[config.mk]
export PLATFORM = sky130hd
export DESIGN_NAME = axi3_wr_arbiter_flat
export DESIGN_NICKNAME = d
export VERILOG_FILES = /design/src/rtl/axi3_wr_arbiter_pkg.sv /design/src/rtl/axi3_wr_arbiter_if.sv /design/src/rtl/axi3_wr_arbiter_rr_arb2.sv /design/src/rtl/axi3_wr_arbiter.sv /design/src/flat_wrapper.sv
export SDC_FILE = /design/constraint.sdc
export NUM_CORES = 1
export LEC_CHECK = 0
export ABC_CLOCK_PERIOD_IN_PS = 5100
export CORE_MARGIN = 8
export CORE_UTILIZATION = 30
export CTS_BUF_LIST = sky130_fd_sc_hd__clkbuf_4 sky130_fd_sc_hd__clkbuf_8 sky130_fd_sc_hd__clkbuf_16
export CTS_CLUSTER_SIZE = 20
export DETAILED_ROUTE_END_ITERATION = 12
export PLACE_DENSITY = 0.88
export SYNTH_ARGS = -nofsm -noshare
export SYNTH_HDL_FRONTEND = slang
export SYNTH_SLANG_ARGS = --single-unit
[constraint.sdc]
create_clock -name ACLK -period 5.1 [get_ports ACLK]
set_input_delay 1.275 -clock ACLK [delete_from_list [all_inputs] [get_ports ACLK]]
set_output_delay 1.275 -clock ACLK [all_outputs]
set_load 0.03 [all_outputs]
[src/rtl/axi3_wr_arbiter_pkg.sv]
// axi3_pkg: shared AXI3 burst/response encodings, arbiter state type and field widths.
package axi3_pkg;
  localparam int AXI3_LEN_W = 4;
  localparam logic [1:0] BURST_FIXED = 2'b00;
  localparam logic [1:0] BURST_INCR  = 2'b01;
  localparam logic [1:0] BURST_WRAP  = 2'b10;
  localparam logic [1:0] RESP_OKAY   = 2'b00;
  localparam logic [1:0] RESP_EXOKAY = 2'b01;
  localparam logic [1:0] RESP_SLVERR = 2'b10;
  localparam logic [1:0] RESP_DECERR = 2'b11;
  typedef enum logic [1:0] {IDLE, ADDR, DATA, RESP} arb_state_t;
endpackage

[src/rtl/axi3_wr_arbiter_if.sv]
// axi3_wr_arbiter_if: AXI3 write channels (AW/W/B) with master and slave modports.
interface axi3_wr_arbiter_if #(parameter int ADDR_W = 32, parameter int DATA_W = 32);
  logic [ADDR_W-1:0]                AWADDR;
  logic [axi3_pkg::AXI3_LEN_W-1:0]  AWLEN;
  logic [2:0]                       AWSIZE;
  logic [1:0]                       AWBURST;
  logic                             AWVALID;
  logic                             AWREADY;
  logic [DATA_W-1:0]                WDATA;
  logic [DATA_W/8-1:0]              WSTRB;
  logic                             WLAST;
  logic                             WVALID;
  logic                             WREADY;
  logic [1:0]                       BRESP;
  logic                             BVALID;
  logic                             BREADY;
  modport master (
    output AWADDR, AWLEN, AWSIZE, AWBURST, AWVALID, input AWREADY,
    output WDATA, WSTRB, WLAST, WVALID, input WREADY,
    input BRESP, BVALID, output BREADY
  );
  modport slave (
    input AWADDR, AWLEN, AWSIZE, AWBURST, AWVALID, output AWREADY,
    input WDATA, WSTRB, WLAST, WVALID, output WREADY,
    output BRESP, BVALID, input BREADY
  );
endinterface

[src/rtl/axi3_wr_arbiter_rr_arb2.sv]
// axi3_rr_arb2: two-way round-robin picker; on a tie the master that was not granted last wins.
module axi3_rr_arb2 (
  input  logic [1:0] req_i,
  input  logic       last_grant_i,
  output logic [1:0] pick_o
);
  always_comb pick_o = &req_i ? (last_grant_i ? 2'b01 : 2'b10) : req_i;
endmodule

[src/rtl/axi3_wr_arbiter.sv]
// axi3_wr_arbiter: 2:1 AXI3 write-channel arbiter, grant held from AW through B.
// AXI_WR_ARB_TIMEOUT_EN adds a B watchdog returning SLVERR and absorbs late slave responses in IDLE.
module axi3_wr_arbiter
  import axi3_pkg::*;
#(
  parameter int ADDR_W         = 32,
  parameter int DATA_W         = 32,
  parameter int TIMEOUT_CYCLES = 256
) (
  input  logic              ACLK,
  input  logic              ARESETn,
  axi3_wr_arbiter_if.slave  m0,
  axi3_wr_arbiter_if.slave  m1,
  axi3_wr_arbiter_if.master s,
  output logic [1:0]        grant,
  output logic              err_wlast
);
  localparam int TO_W = $clog2(TIMEOUT_CYCLES + 1);
`ifdef AXI_WR_ARB_TIMEOUT_EN
  localparam bit TO_EN = 1'b1;
`else
  localparam bit TO_EN = 1'b0;
`endif
  arb_state_t            state_q, state_d;
  logic [1:0]            grant_q, grant_d, pick, b_resp;
  logic                  last_q, last_d, err_q, err_d;
  logic [AXI3_LEN_W-1:0] len_q, len_d, beat_q, beat_d;
  logic [TO_W-1:0]       to_q, to_d;
  logic                  sel, in_addr, in_data, in_resp, to_hit, b_vld, b_hs, m_bready, last_beat;
  logic [ADDR_W-1:0]     aw_addr;
  logic [DATA_W-1:0]     w_data;
  logic [DATA_W/8-1:0]   w_strb;
  assign sel       = grant_q[1];
  assign in_addr   = state_q == ADDR;
  assign in_data   = state_q == DATA;
  assign in_resp   = state_q == RESP;
  assign aw_addr   = sel ? m1.AWADDR : m0.AWADDR;
  assign w_data    = sel ? m1.WDATA : m0.WDATA;
  assign w_strb    = sel ? m1.WSTRB : m0.WSTRB;
  assign m_bready  = sel ? m1.BREADY : m0.BREADY;
  assign last_beat = beat_q == len_q;
  // Once the watchdog fires the block owns the B channel; the slave response is ignored.
  assign to_hit    = TO_EN && in_resp && to_q == TO_W'(TIMEOUT_CYCLES);
  assign b_vld     = s.BVALID | to_hit;
  assign b_resp    = to_hit ? RESP_SLVERR : s.BRESP;
  assign b_hs      = in_resp & b_vld & m_bready;
  assign grant     = grant_q;
  assign err_wlast = err_q;
  axi3_rr_arb2 u_arb (
    .req_i       ({m1.AWVALID, m0.AWVALID}),
    .last_grant_i(last_q),
    .pick_o      (pick)
  );
  always_ff @(posedge ACLK or negedge ARESETn) begin
    if (!ARESETn) begin
      state_q <= IDLE;
      grant_q <= 2'b00;
      last_q  <= 1'b1;
      len_q   <= '0;
      beat_q  <= '0;
      err_q   <= 1'b0;
      to_q    <= '0;
    end else begin
      state_q <= state_d;
      grant_q <= grant_d;
      last_q  <= last_d;
      len_q   <= len_d;
      beat_q  <= beat_d;
      err_q   <= err_d;
      to_q    <= to_d;
    end
  end
  always_comb begin
    state_d = state_q;
    grant_d = grant_q;
    last_d  = last_q;
    len_d   = len_q;
    beat_d  = beat_q;
    err_d   = err_q;
    to_d    = (TO_EN && in_resp && !s.BVALID && !to_hit) ? to_q + 1'b1 : (in_resp ? to_q : '0);
    case (state_q)
      IDLE: if (|pick) begin
        grant_d = pick;
        state_d = ADDR;
      end
      ADDR: if (s.AWVALID && s.AWREADY) begin
        len_d   = s.AWLEN;
        beat_d  = '0;
        state_d = DATA;
      end
      DATA: if (s.WVALID && s.WREADY) begin
        beat_d  = beat_q + 1'b1;
        err_d   = err_q | (s.WLAST != last_beat);
        state_d = last_beat ? RESP : DATA;
      end
      RESP: if (b_hs) begin
        last_d  = grant_q[1];
        grant_d = 2'b00;
        state_d = IDLE;
      end
      default: state_d = IDLE;
    endcase
  end
  always_comb begin
    s.AWVALID  = in_addr & (sel ? m1.AWVALID : m0.AWVALID);
    s.AWADDR   = in_addr ? aw_addr : '0;
    s.AWLEN    = in_addr ? (sel ? m1.AWLEN : m0.AWLEN) : '0;
    s.AWSIZE   = in_addr ? (sel ? m1.AWSIZE : m0.AWSIZE) : '0;
    s.AWBURST  = in_addr ? (sel ? m1.AWBURST : m0.AWBURST) : '0;
    s.WVALID   = in_data & (sel ? m1.WVALID : m0.WVALID);
    s.WDATA    = in_data ? w_data : '0;
    s.WSTRB    = in_data ? w_strb : '0;
    s.WLAST    = in_data & (sel ? m1.WLAST : m0.WLAST);
    s.BREADY   = (in_resp & ~to_hit & m_bready) | (TO_EN & (state_q == IDLE) & ARESETn);
    m0.AWREADY = in_addr & grant_q[0] & s.AWREADY;
    m0.WREADY  = in_data & grant_q[0] & s.WREADY;
    m0.BVALID  = in_resp & grant_q[0] & b_vld;
    m0.BRESP   = (in_resp & grant_q[0]) ? b_resp : RESP_OKAY;
    m1.AWREADY = in_addr & grant_q[1] & s.AWREADY;
    m1.WREADY  = in_data & grant_q[1] & s.WREADY;
    m1.BVALID  = in_resp & grant_q[1] & b_vld;
    m1.BRESP   = (in_resp & grant_q[1]) ? b_resp : RESP_OKAY;
  end
endmodule

[src/flat_wrapper.sv]
// flat-port wrapper written by rule: the top's interface ports become plain ports
module axi3_wr_arbiter_flat import axi3_pkg::*;
#(
  parameter int ADDR_W         = 32,
  parameter int DATA_W         = 32,
  parameter int TIMEOUT_CYCLES = 256
)
  (ACLK, ARESETn, grant, err_wlast, m0_AWADDR, m0_AWLEN, m0_AWSIZE, m0_AWBURST, m0_AWVALID, m0_AWREADY, m0_WDATA, m0_WSTRB, m0_WLAST, m0_WVALID, m0_WREADY, m0_BRESP, m0_BVALID, m0_BREADY, m1_AWADDR, m1_AWLEN, m1_AWSIZE, m1_AWBURST, m1_AWVALID, m1_AWREADY, m1_WDATA, m1_WSTRB, m1_WLAST, m1_WVALID, m1_WREADY, m1_BRESP, m1_BVALID, m1_BREADY, s_AWADDR, s_AWLEN, s_AWSIZE, s_AWBURST, s_AWVALID, s_AWREADY, s_WDATA, s_WSTRB, s_WLAST, s_WVALID, s_WREADY, s_BRESP, s_BVALID, s_BREADY);
  axi3_wr_arbiter_if #(.ADDR_W(ADDR_W), .DATA_W(DATA_W)) m0_i ();
  axi3_wr_arbiter_if #(.ADDR_W(ADDR_W), .DATA_W(DATA_W)) m1_i ();
  axi3_wr_arbiter_if #(.ADDR_W(ADDR_W), .DATA_W(DATA_W)) s_i ();
  input  logic ACLK;
  input  logic ARESETn;
  output logic [1:0] grant;
  output logic err_wlast;
  input wire logic [$bits(m0_i.AWADDR)-1:0] m0_AWADDR;
  input wire logic [$bits(m0_i.AWLEN)-1:0] m0_AWLEN;
  input wire logic [$bits(m0_i.AWSIZE)-1:0] m0_AWSIZE;
  input wire logic [$bits(m0_i.AWBURST)-1:0] m0_AWBURST;
  input wire logic [$bits(m0_i.AWVALID)-1:0] m0_AWVALID;
  output wire logic [$bits(m0_i.AWREADY)-1:0] m0_AWREADY;
  input wire logic [$bits(m0_i.WDATA)-1:0] m0_WDATA;
  input wire logic [$bits(m0_i.WSTRB)-1:0] m0_WSTRB;
  input wire logic [$bits(m0_i.WLAST)-1:0] m0_WLAST;
  input wire logic [$bits(m0_i.WVALID)-1:0] m0_WVALID;
  output wire logic [$bits(m0_i.WREADY)-1:0] m0_WREADY;
  output wire logic [$bits(m0_i.BRESP)-1:0] m0_BRESP;
  output wire logic [$bits(m0_i.BVALID)-1:0] m0_BVALID;
  input wire logic [$bits(m0_i.BREADY)-1:0] m0_BREADY;
  input wire logic [$bits(m1_i.AWADDR)-1:0] m1_AWADDR;
  input wire logic [$bits(m1_i.AWLEN)-1:0] m1_AWLEN;
  input wire logic [$bits(m1_i.AWSIZE)-1:0] m1_AWSIZE;
  input wire logic [$bits(m1_i.AWBURST)-1:0] m1_AWBURST;
  input wire logic [$bits(m1_i.AWVALID)-1:0] m1_AWVALID;
  output wire logic [$bits(m1_i.AWREADY)-1:0] m1_AWREADY;
  input wire logic [$bits(m1_i.WDATA)-1:0] m1_WDATA;
  input wire logic [$bits(m1_i.WSTRB)-1:0] m1_WSTRB;
  input wire logic [$bits(m1_i.WLAST)-1:0] m1_WLAST;
  input wire logic [$bits(m1_i.WVALID)-1:0] m1_WVALID;
  output wire logic [$bits(m1_i.WREADY)-1:0] m1_WREADY;
  output wire logic [$bits(m1_i.BRESP)-1:0] m1_BRESP;
  output wire logic [$bits(m1_i.BVALID)-1:0] m1_BVALID;
  input wire logic [$bits(m1_i.BREADY)-1:0] m1_BREADY;
  output wire logic [$bits(s_i.AWADDR)-1:0] s_AWADDR;
  output wire logic [$bits(s_i.AWLEN)-1:0] s_AWLEN;
  output wire logic [$bits(s_i.AWSIZE)-1:0] s_AWSIZE;
  output wire logic [$bits(s_i.AWBURST)-1:0] s_AWBURST;
  output wire logic [$bits(s_i.AWVALID)-1:0] s_AWVALID;
  input wire logic [$bits(s_i.AWREADY)-1:0] s_AWREADY;
  output wire logic [$bits(s_i.WDATA)-1:0] s_WDATA;
  output wire logic [$bits(s_i.WSTRB)-1:0] s_WSTRB;
  output wire logic [$bits(s_i.WLAST)-1:0] s_WLAST;
  output wire logic [$bits(s_i.WVALID)-1:0] s_WVALID;
  input wire logic [$bits(s_i.WREADY)-1:0] s_WREADY;
  input wire logic [$bits(s_i.BRESP)-1:0] s_BRESP;
  input wire logic [$bits(s_i.BVALID)-1:0] s_BVALID;
  output wire logic [$bits(s_i.BREADY)-1:0] s_BREADY;
  assign m0_i.AWADDR = m0_AWADDR;
  assign m0_i.AWLEN = m0_AWLEN;
  assign m0_i.AWSIZE = m0_AWSIZE;
  assign m0_i.AWBURST = m0_AWBURST;
  assign m0_i.AWVALID = m0_AWVALID;
  assign m0_AWREADY = m0_i.AWREADY;
  assign m0_i.WDATA = m0_WDATA;
  assign m0_i.WSTRB = m0_WSTRB;
  assign m0_i.WLAST = m0_WLAST;
  assign m0_i.WVALID = m0_WVALID;
  assign m0_WREADY = m0_i.WREADY;
  assign m0_BRESP = m0_i.BRESP;
  assign m0_BVALID = m0_i.BVALID;
  assign m0_i.BREADY = m0_BREADY;
  assign m1_i.AWADDR = m1_AWADDR;
  assign m1_i.AWLEN = m1_AWLEN;
  assign m1_i.AWSIZE = m1_AWSIZE;
  assign m1_i.AWBURST = m1_AWBURST;
  assign m1_i.AWVALID = m1_AWVALID;
  assign m1_AWREADY = m1_i.AWREADY;
  assign m1_i.WDATA = m1_WDATA;
  assign m1_i.WSTRB = m1_WSTRB;
  assign m1_i.WLAST = m1_WLAST;
  assign m1_i.WVALID = m1_WVALID;
  assign m1_WREADY = m1_i.WREADY;
  assign m1_BRESP = m1_i.BRESP;
  assign m1_BVALID = m1_i.BVALID;
  assign m1_i.BREADY = m1_BREADY;
  assign s_AWADDR = s_i.AWADDR;
  assign s_AWLEN = s_i.AWLEN;
  assign s_AWSIZE = s_i.AWSIZE;
  assign s_AWBURST = s_i.AWBURST;
  assign s_AWVALID = s_i.AWVALID;
  assign s_i.AWREADY = s_AWREADY;
  assign s_WDATA = s_i.WDATA;
  assign s_WSTRB = s_i.WSTRB;
  assign s_WLAST = s_i.WLAST;
  assign s_WVALID = s_i.WVALID;
  assign s_i.WREADY = s_WREADY;
  assign s_i.BRESP = s_BRESP;
  assign s_i.BVALID = s_BVALID;
  assign s_BREADY = s_i.BREADY;
  axi3_wr_arbiter #(.ADDR_W(ADDR_W), .DATA_W(DATA_W), .TIMEOUT_CYCLES(TIMEOUT_CYCLES)) u_core (.ACLK(ACLK), .ARESETn(ARESETn), .m0(m0_i), .m1(m1_i), .s(s_i), .grant(grant), .err_wlast(err_wlast));
endmodule
==> impl_metrics.env <==
export IMPL_outcome="finished clean"
export IMPL_power_density_mw_per_mm2=454
export IMPL_avgSynthCellArea_sq_um=8.40
export IMPL_die_x_um=104
export IMPL_dpl_cell_area_sq_mm=0.00503
export IMPL_crit_buf_inv=2
export IMPL_ys_async_sr_fraction_pct=100
export IMPL_drive_gt1_share_pct=3.23
export IMPL_cp_arrival_ns=2.86
export IMPL_synth_common_cells="81 x mux2i_1, 79 x nor2b_1, 15 x nand2_1"
export IMPL_drv_cap=0
export IMPL_io_buffers=262
export IMPL_cp_max_fo=5
export IMPL_hold_path_end="u_core.err_wlast$_DFFE_PN0P_"
export IMPL_yosysWarnings=0
export IMPL_hold_buffers=0
export IMPL_fmax_mhz=242
export IMPL_p_leak_nw=2.09
export IMPL_yosysMostFrequentCell="mux2i_1"
export IMPL_cts_setup_buffers=0
export IMPL_finalSetupTns_ns=0
export IMPL_gp_congestion=0.872
export IMPL_cts_buffers_inserted=3
export IMPL_vdd_drop_max_uv=273
export IMPL_clkSinkCount=14
export IMPL_grt_usage_pct=21.0
export IMPL_drv_slew=0
export IMPL_synth_area_leaders="mux2i_1 35%, nor2b_1 21%, dfrtp_1 14%, ha_1 2.7%, and3_1 2.4%"
export IMPL_place_ws_ns=0.947
export IMPL_rsz0062_at_grt="no"
export IMPL_ys_seq_elements=14
export IMPL_cp_slowest_cell="clkdlybuf4s50_1"
export IMPL_path_class="in2out"
export IMPL_hold_viol=0
export IMPL_fin_cells=629
export IMPL_ys_seq_area_share_pct=15.2
export IMPL_hold_slack_ns=0.476
export IMPL_final_util_pct=66.9
export IMPL_hold_depth=2
export IMPL_max_slew_margin_rel_pct=58.5
export IMPL_cts_resized_gates=0
export IMPL_synth_distinct_cells=36
export IMPL_synthesis_nets=449
export IMPL_drtAntennaViolNets=0
export IMPL_start_util_pct=30.4
export IMPL_post_route_period_util_pct=81.2
export IMPL_reg2reg_from="u_core.state_q[1]$_DFFE_PN0P_"
export IMPL_min_path_type="reg2reg"
export IMPL_synthCells=275
export IMPL_coreArea_sq_mm=0.00761
export IMPL_cts_max_level=1
export IMPL_fin_skew_ns=0.00350
export IMPL_r2r_cells=7
export IMPL_area_growth_pct=120
export IMPL_yosysTopAreaCell="mux2i_1"
export IMPL_synth_edf_count=0
export IMPL_die_y_um=104
export IMPL_setup_viol=0
export IMPL_start_kind="input pin"
export IMPL_insertion_delay_ns=0.24
export IMPL_drtIter0Drc=104
export IMPL_cp_end_kind="output port"
export IMPL_synth_top_cell_area_share_pct=35.1
export IMPL_fill_cells=610
export IMPL_fin_nets=701
export IMPL_dp_cells=624
export IMPL_grt_max_degree=52
export IMPL_setup_slack_ns=0.961
export IMPL_hold_start="u_core.err_wlast$_DFFE_PN0P_"
export IMPL_die_area_sq_mm=0.0108
export IMPL_cp_top_family="buffers and inverters"
export IMPL_ys_flop_type="dfrtp_1"
export IMPL_antenna_found_initial=1
export IMPL_path_clk_slew_ns=0.06
export IMPL_cts_root_buf="clkbuf_8"
export IMPL_synth_area_sq_mm=0.00231
export IMPL_drc_errors=0
export IMPL_total_power_mw=2.31
export IMPL_crit_chain="clkdlybuf4s50_1 > mux2_4 > and2_1 > clkdlybuf4s50_1"
export IMPL_final_area_sq_mm=0.00509
export IMPL_cts_max_path_buffers=2
export IMPL_timing_rr_end="u_core.state_q[1]$_DFFE_PN0P_"
export IMPL_overflow=0
export IMPL_slowest_delay_ns=0.59
export IMPL_grt_pass1_wl_mm=18.3
export IMPL_vias=2975
export IMPL_wire_per_inst_um=19.0
export IMPL_routed_via_density=4.73
export IMPL_wl_mm=12.0
export IMPL_rows=32
export IMPL_cts_tree="done"
export IMPL_ioPinCount=263
export IMPL_crit_top_cell="clkdlybuf4s50_1"
export IMPL_required_ns=3.83
export IMPL_dp_hpwl_mm=10.2
export IMPL_fin_crit_ns=4.14
export IMPL_tightest_slew_ns=0.620
export IMPL_first_pass_iters=4
export IMPL_r2r_setup_slack_ns=3.03
export IMPL_grt_pass1_vias=3129
[report_power, final]
part / internal [mW] / switching [mW] / leakage, nW
clock network: 0.0682 / 0.0384 / 0.0288
logic: 0.929 / 1.03 / 1.88
registers: 0.150 / 0.0903 / 0.176
total: 1.15 / 1.16 / 2.09
[worst min-delay path: stages (launching register included)]
cell,delay [ns]
dfrtp_1,0.34
inv_1,0.04
o31ai_1,0.06
[worst max-delay path by stage]
stage / start / to / cells past startpoint
after floorplan: m1_WVALID / s_WVALID / 2
after global placement: m0_AWLEN[3] / s_AWLEN[3] / 4
after detailed placement: m0_AWLEN[3] / s_AWLEN[3] / 4
after CTS: m0_AWLEN[3] / s_AWLEN[3] / 4
after global routing: m0_AWLEN[3] / s_AWLEN[3] / 4
final: m0_AWVALID / s_AWVALID / 4
[layer usage]
layer / vias up / share of wire (%) / track usage, %
met4: 0 / 1.2 / 3.52
met3: 16 / 8.0 / 6.13
met5: - / 0 / 0
met1: 1360 / 39 / 23.0
li1: 1445 / - / -
met2: 154 / 52 / 39.3
[layout make-up]
class | instances | area, sq um | area share, %
antenna | 1 | 2.50 | 0.0492
clock buffer | 4 | 55.1 | 1.08
inverter | 8 | 30.0 | 0.590
multi-input combinational | 234 | 1840 | 36.1
sequential | 14 | 355 | 6.99
tap | 102 | 128 | 2.51
timing repair buffer | 266 | 2680 | 52.6
[sequential cells by signal (all words and copies together), names as in the netlist]
name and count:
u_core.beat_q 4, u_core.err_wlast 1, u_core.grant 2, u_core.last_q 1
u_core.len_q 4, u_core.state_q 2
[layout by cell type (no fill, tap or decap), drive strengths merged, types with 2 or more instances in the layout]
| cell type | n |
|---|---|
| mux2 | 5 |
| dfrtp | 13 |
| inv | 8 |
| clkbuf | 4 |
| xor2 | 4 |
| a311oi | 2 |
| ha | 5 |
| nor2 | 4 |
| buf | 4 |
| nor2b | 79 |
| nand2b | 3 |
| mux2i | 81 |
| nand3 | 2 |
| clkdlybuf4s50 | 262 |
| o21ai | 2 |
| and3 | 9 |
| a21oi | 7 |
| and2 | 3 |
| nand2 | 15 |
[kinds of logic (layout without fill, tap and decap cells)]
kind of cell / count (synthesis) / after routing / synth area share (%)
AND/OR/NAND/NOR: 118 / 118 / 30.4
flip-flops: 14 / 14 / 15.2
multiplexers: 86 / 86 / 37.7
XOR/XNOR: 5 / 5 / 1.90
other: 0 / 1 / 0
buffers and inverters: 27 / 278 / 5.20
adder cells (fa/ha/maj): 5 / 5 / 2.71
AO/OA/AOI/OAI: 20 / 20 / 6.88
No activity file was read; power rests on OpenSTA's default activity.
